### config.mk
export PLATFORM = sky130hd
export DESIGN_NAME = pc_sequencer
export DESIGN_NICKNAME = d
export VERILOG_FILES = /design/src/rtl/pc_sequencer.sv
export SDC_FILE = /design/constraint.sdc
export NUM_CORES = 1
export LEC_CHECK = 0
export CAP_MARGIN = 40
export CORE_ASPECT_RATIO = 2
export CORE_MARGIN = 8
export CORE_UTILIZATION = 41
export DETAILED_ROUTE_END_ITERATION = 8
export PLACE_DENSITY = 0.85
export REMOVE_ABC_BUFFERS = 1
export SYNTH_ARGS = -nofsm -noshare
export SYNTH_HDL_FRONTEND = slang
export SYNTH_SLANG_ARGS = --single-unit
### constraint.sdc
create_clock -name clk -period 3.3 [get_ports clk]
set_input_delay 0.66 -clock clk [delete_from_list [all_inputs] [get_ports clk]]
set_output_delay 0.66 -clock clk [all_outputs]
set_load 0.01 [all_outputs]
### src/rtl/pc_sequencer.sv
// Program-counter stage: registers the selected next PC, drives PC+4 back to the mux,
// flushes IF/ID on redirects and freezes in TRAP on bad targets. Optional: PC_REDIRECT_CNT_EN.
//   state | meaning
//   RUN   | loading NewPC every edge
//   STALL | hazard hold, PC frozen, redirect not latched
//   TRAP  | misaligned target or invalid select seen; only reset exits
module pc_sequencer #(
  parameter int unsigned      NBits        = 32,
  parameter logic [NBits-1:0] RESET_VECTOR = 32'h0040_0000
) (
  input  logic             clk,
  input  logic             reset,
  input  logic [NBits-1:0] NewPC,
  input  logic [1:0]       PCSrc,
  input  logic             Stall,
  output logic [NBits-1:0] PCValue,
  output logic [NBits-1:0] PCPlus4,
  output logic             Flush,
  output logic             Misaligned,
  output logic [1:0]       State
`ifdef PC_REDIRECT_CNT_EN
  ,
  output logic [15:0]      RedirectCount
`endif
);

  localparam logic [1:0] ST_RUN   = 2'b00;
  localparam logic [1:0] ST_STALL = 2'b01;
  localparam logic [1:0] ST_TRAP  = 2'b10;

  localparam logic [1:0] SRC_SEQ     = 2'b00;
  localparam logic [1:0] SRC_BRANCH  = 2'b01;
  localparam logic [1:0] SRC_JUMP    = 2'b10;
  localparam logic [1:0] SRC_INVALID = 2'b11;

  localparam logic [NBits-1:0] FOUR = NBits'(4);

  logic [NBits-1:0] pc_q;
  logic [1:0]       state_q;
  logic             flush_q;
  logic             mis_q;
  logic             bad_target;
  logic             redirect;
  logic             load_ok;

  assign bad_target = (PCSrc == SRC_INVALID) || (NewPC[1:0] != 2'b00);
  assign redirect   = (PCSrc == SRC_BRANCH) || (PCSrc == SRC_JUMP);
  // An accepted load: not trapped, not stalled, target legal.
  assign load_ok    = (state_q != ST_TRAP) && !Stall && !bad_target;

  always_ff @(posedge clk) begin
    if (reset) begin
      pc_q    <= RESET_VECTOR;
      state_q <= ST_RUN;
      flush_q <= 1'b0;
      mis_q   <= 1'b0;
    end else begin
      case (state_q)
        ST_TRAP: begin
          flush_q <= 1'b0;
          mis_q   <= 1'b1;
        end
        default: begin
          if (Stall) begin
            state_q <= ST_STALL;
            flush_q <= 1'b0;
          end else if (bad_target) begin
            state_q <= ST_TRAP;
            mis_q   <= 1'b1;
            flush_q <= 1'b0;
          end else begin
            pc_q    <= NewPC;
            state_q <= ST_RUN;
            flush_q <= redirect;
          end
        end
      endcase
    end
  end

`ifdef PC_REDIRECT_CNT_EN
  logic [15:0] cnt_q;

  always_ff @(posedge clk) begin
    if (reset) begin
      cnt_q <= 16'h0000;
    end else if (load_ok && redirect && (cnt_q != 16'hFFFF)) begin
      cnt_q <= cnt_q + 16'h0001;
    end
  end

  assign RedirectCount = cnt_q;
`endif

  assign PCValue    = pc_q;
  assign PCPlus4    = pc_q + FOUR;
  assign Flush      = flush_q;
  assign Misaligned = mis_q;
  assign State      = state_q;

  logic unused_src_seq;
  assign unused_src_seq = (PCSrc == SRC_SEQ) & load_ok;

endmodule

* Word level (Yosys, flattened, before mapping)
Index checks and enable logic that the tools add are counted.
** Word-level totals
- Bits in registers :: 36
- Logic and storage cells :: 25
** Operators by class
- Add/subtract/negate cells :: 1
- Equality and inequality tests :: 5
- Multiplexer cells :: 5
- Bitwise gates (word level) :: 3
- Reductions and logical operators :: 7
** Operators by type and width (count)
- $add 32x3->32 const B :: 1
- $eq 2x2->1 const B :: 3
- $mux 2 :: 2
- $reduce_bool 2->1 :: 2
- $reduce_or 4->1 :: 1
- $mux 1 :: 3
- $not 1->1 :: 3
- $reduce_and 3->1 :: 1
- $eq 2x1->1 const B :: 1
- $logic_or 1x1->1 :: 2
- $ne 2x1->1 const B :: 1
- $reduce_and 2->1 :: 1

* Depth between registers and ports, before layout
Gate-level depths: netlist of run 1.
- Word-level depth :: 5
- Gate-level depth with buffers :: 7
- Gate-level depth less buffers :: 5

* Least setup slack after synthesis of run 1
No wires, ideal clock.
- Kind :: reg-to-output
- Start :: register pc_q[2] (netlist: PCValue[2])
- End :: output port PCPlus4[26]
- Arrival :: 1637 ps
- Data required time :: 2640 ps
- Path slack :: 1003 ps
- Stages on the path, launching flop included :: 6
- Path buffers :: 0
- Path through :: dfxtp_1 ha_1 and4_1 nand2_1 nor4_1 xor2_1
** Between the ends
- Longest elaborated chain between the ends :: 1
** Ends and longest elaborated chain
- start, declared :: RTL line 38 : logic [NBits-1:0] pc_q;
- start signal, assigned :: RTL line 72 : pc_q <= NewPC;
- $add 32x3->32 :: RTL line 96 : assign PCPlus4 = pc_q + FOUR;
- end, declared :: RTL line 17 : output logic [NBits-1:0] PCPlus4,
Every way passes these cells.

* Worst setup path after layout of run 1
- Start :: register pc_q[4] (netlist: PCValue[4])
- End :: output port PCPlus4[31]
The elaborated chain is that of the path after synthesis.

==> results.yml, run 1 <==
status:
  status: "finished clean"
detailed_routing:
  drt_pass1_iterations: 4
  via_per_inst: 5.03
  drt-initial-drc-count: 40
  drc_errors: 0
  drt_wl_total_um: 6220
  vias: 1978
  routedWlPerCell_um: 15.8
  ant_nets: 0
setup_path:
  critical_path.top_delay_family: "simple AND/OR/NAND/NOR gates"
  critPathBufInv: 1
  arrival_ns: 2.46
  crit_fanout: 9
  path_class: "reg -> out"
  worstPathRequired_ns: 2.64
  start_kind: "register"
  rrSetupSlack_ns: 1.76
  critPathMaxStageDelay_ns: 0.56
  crit_cells: 5
  ff2ff_path_depth: 5
  cp_cell_sequence: "and3_1 > nand3_1 > nor4_1 > xor2_1 > clkdlybuf4s50_1"
  cp-end-kind: "output pin"
  crit_slowest_cell: "clkdlybuf4s50_1"
finish:
  final_cell_area_mm2: 0.00302
  fillers: 377
  nNetsFinal: 377
  areaGrowthSynthToFinish_pct: 62.9
  layout_common_cells: "clkdlybuf4s50_1, nand2_1, dfxtp_1"
  final_core_util_pct: 69.7
  drive_gt1_share_pct: 5.60
  final_common_cell: "clkdlybuf4s50_1"
  num_antenna_cells: 0
job:
  maxCapViolations: 0
placed_design:
  dp_hpwl_um: 4920
  portBuffers: 104
  place_congestion: 0.806
  placed_cell_area_mm2: 0.00292
yosys:
  yosysSeqAreaShare_pct: 38.8
  syn_area_mm2: 0.00186
  synth_area_leaders: "dfxtp_1, nand2_1, a21oi_1"
  synthDominantCellAreaShare_pct: 38.8
  syn-instance-count: 238
  synth.avg_cell_area_um2: 7.80
  post-synth-top-area-cell: "dfxtp_1"
  ys_warn_count: 0
  ys_ff_latch: 36
  yosysUniqueCellTypes: 29
power:
  p_per_area_mw_per_mm2: 308
  power_mw: 0.933
  p_leak_nw: 1.10
  irDropWorstVdd_mv: 0.355
floorplan:
  die_y_um: 111
  die_width_um: 63.6
  start_util_pct: 42.8
  ios: 105
  core_mm2: 0.00434
  num_rows: 34
  dieArea_mm2: 0.00707
timing:
  period_share_pct: 94.4
  min_period_ns: 3.12
  finalHoldViolations: 0
  rsz0062_at_grt: "true"
  slew_viol_final: 0
  setup_viol: 0
  max_freq_mhz: 321
  setup_tns_ns: 0
  finClkSkew_ns: 0.00788
  max-slew-margin-rel_pct: 73.6
  whs_ns: 0.488
  tightest_slew_ns: 0.392
global_route:
  overflow: 0
  grt_max_degree: 37
  grt_usage_pct: 17.3
  antenna_found_initial: 0
  grt_pass1_wl_um: 9910
  grt_pass1_vias: 2082
worst_hold_path:
  whs_path_depth: 1
  min_path_type: "reg -> reg"
clocking:
  cts_buffers: 5
  path_clk_slew_ns: 0.06
  clkSinkCount: 36
  cts_setup_buffers: 0
  cts_tree: "done"
  cts_hold_buf: 0
  post_cts_resized: 0
  cts_max_level: 2
  ctsLongestPathBuffers: 2
  cts_root_buffer: "clkbuf_8"
  clock_latency_ns: 0.28
-- sequential cells by signal, summed over array words and instances, names as in the netlist --
name / flops
PCValue: 32
State: 2
Misaligned: 1
Flush: 1
-- final cells by class --
| cell class | instances | area [µm²] | share of cell area, % |
|---|---|---|---|
| clock buffer | 8 | 90.1 | 2.98 |
| multi-input combinational | 184 | 1060 | 35.1 |
| sequential | 36 | 722 | 23.9 |
| timing repair buffer | 108 | 1070 | 35.4 |
| tap | 54 | 67.6 | 2.23 |
| inverter | 3 | 11.3 | 0.372 |
-- metal layers --
| layer | wire length (µm) | track usage, % |
|---|---|---|
| met5 | 0 | 0 |
| met4 | 198 | 8.85 |
| met3 | 355 | 5.67 |
| met1 | 2100 | 14.3 |
| met2 | 3570 | 33.9 |
-- synth_stat cells, drive strengths merged --
| master | number |
|---|---|
| a21o | 1 |
| nor2b | 2 |
| o21ba | 1 |
| nand4 | 6 |
| nor4 | 6 |
| nand3b | 1 |
| dfxtp | 36 |
| and4 | 5 |
| nand2 | 71 |
| and3 | 5 |
| nor2 | 4 |
| nand3 | 11 |
| inv | 3 |
| xor2 | 15 |
| or3 | 2 |
| xnor2 | 13 |
| ha | 2 |
| nor3 | 6 |
| a21oi | 29 |
| clkbuf | 4 |
| nor3b | 4 |
| buf | 11 |
-- worst paths after layout --
path	to	from
setup reg to reg	PCValue[4]	State[1]
hold / removal	PCValue[0]	PCValue[0]
hold reg to reg	PCValue[0]	PCValue[0]
setup / recovery	PCPlus4[31]	PCValue[4]
-- through the flow --
step / worst slack, ns / cells
final: 0.184 / 393
after global routing: -0.0100 / 393
after CTS: 0.106 / 393
after detailed placement: 0.426 / 385
after global placement: 0.504 / 385
after floorplan: 0.848 / 223
-- logic make-up (layout without fill, tap and decap cells) --
| family | count (synthesis) | after routing | share of synthesized area, % |
|---|---|---|---|
| compound gates | 31 | 31 | 8.76 |
| fa+ha+maj | 2 | 2 | 1.35 |
| xor+xnor | 28 | 28 | 13.2 |
| flops | 36 | 36 | 38.8 |
| buf+inv | 18 | 119 | 5.05 |
| simple gates | 123 | 123 | 32.8 |
-- where the power goes --
group	internal (mW)	switching [mW]	leakage [nW]	total, mW
sequential	0.448	0.0163	0.293	0.464
clock	0.170	0.146	0.0455	0.317
combinational	0.0935	0.0586	0.761	0.152
(Power assumes the default switching activity.)
==> inputs of run 2 (changes only) <==
Settings changed: CAP_MARGIN 40 to 20.
==> results of run 2 <==
No change in the layout: final DEF, timing and power equal those of run 1.
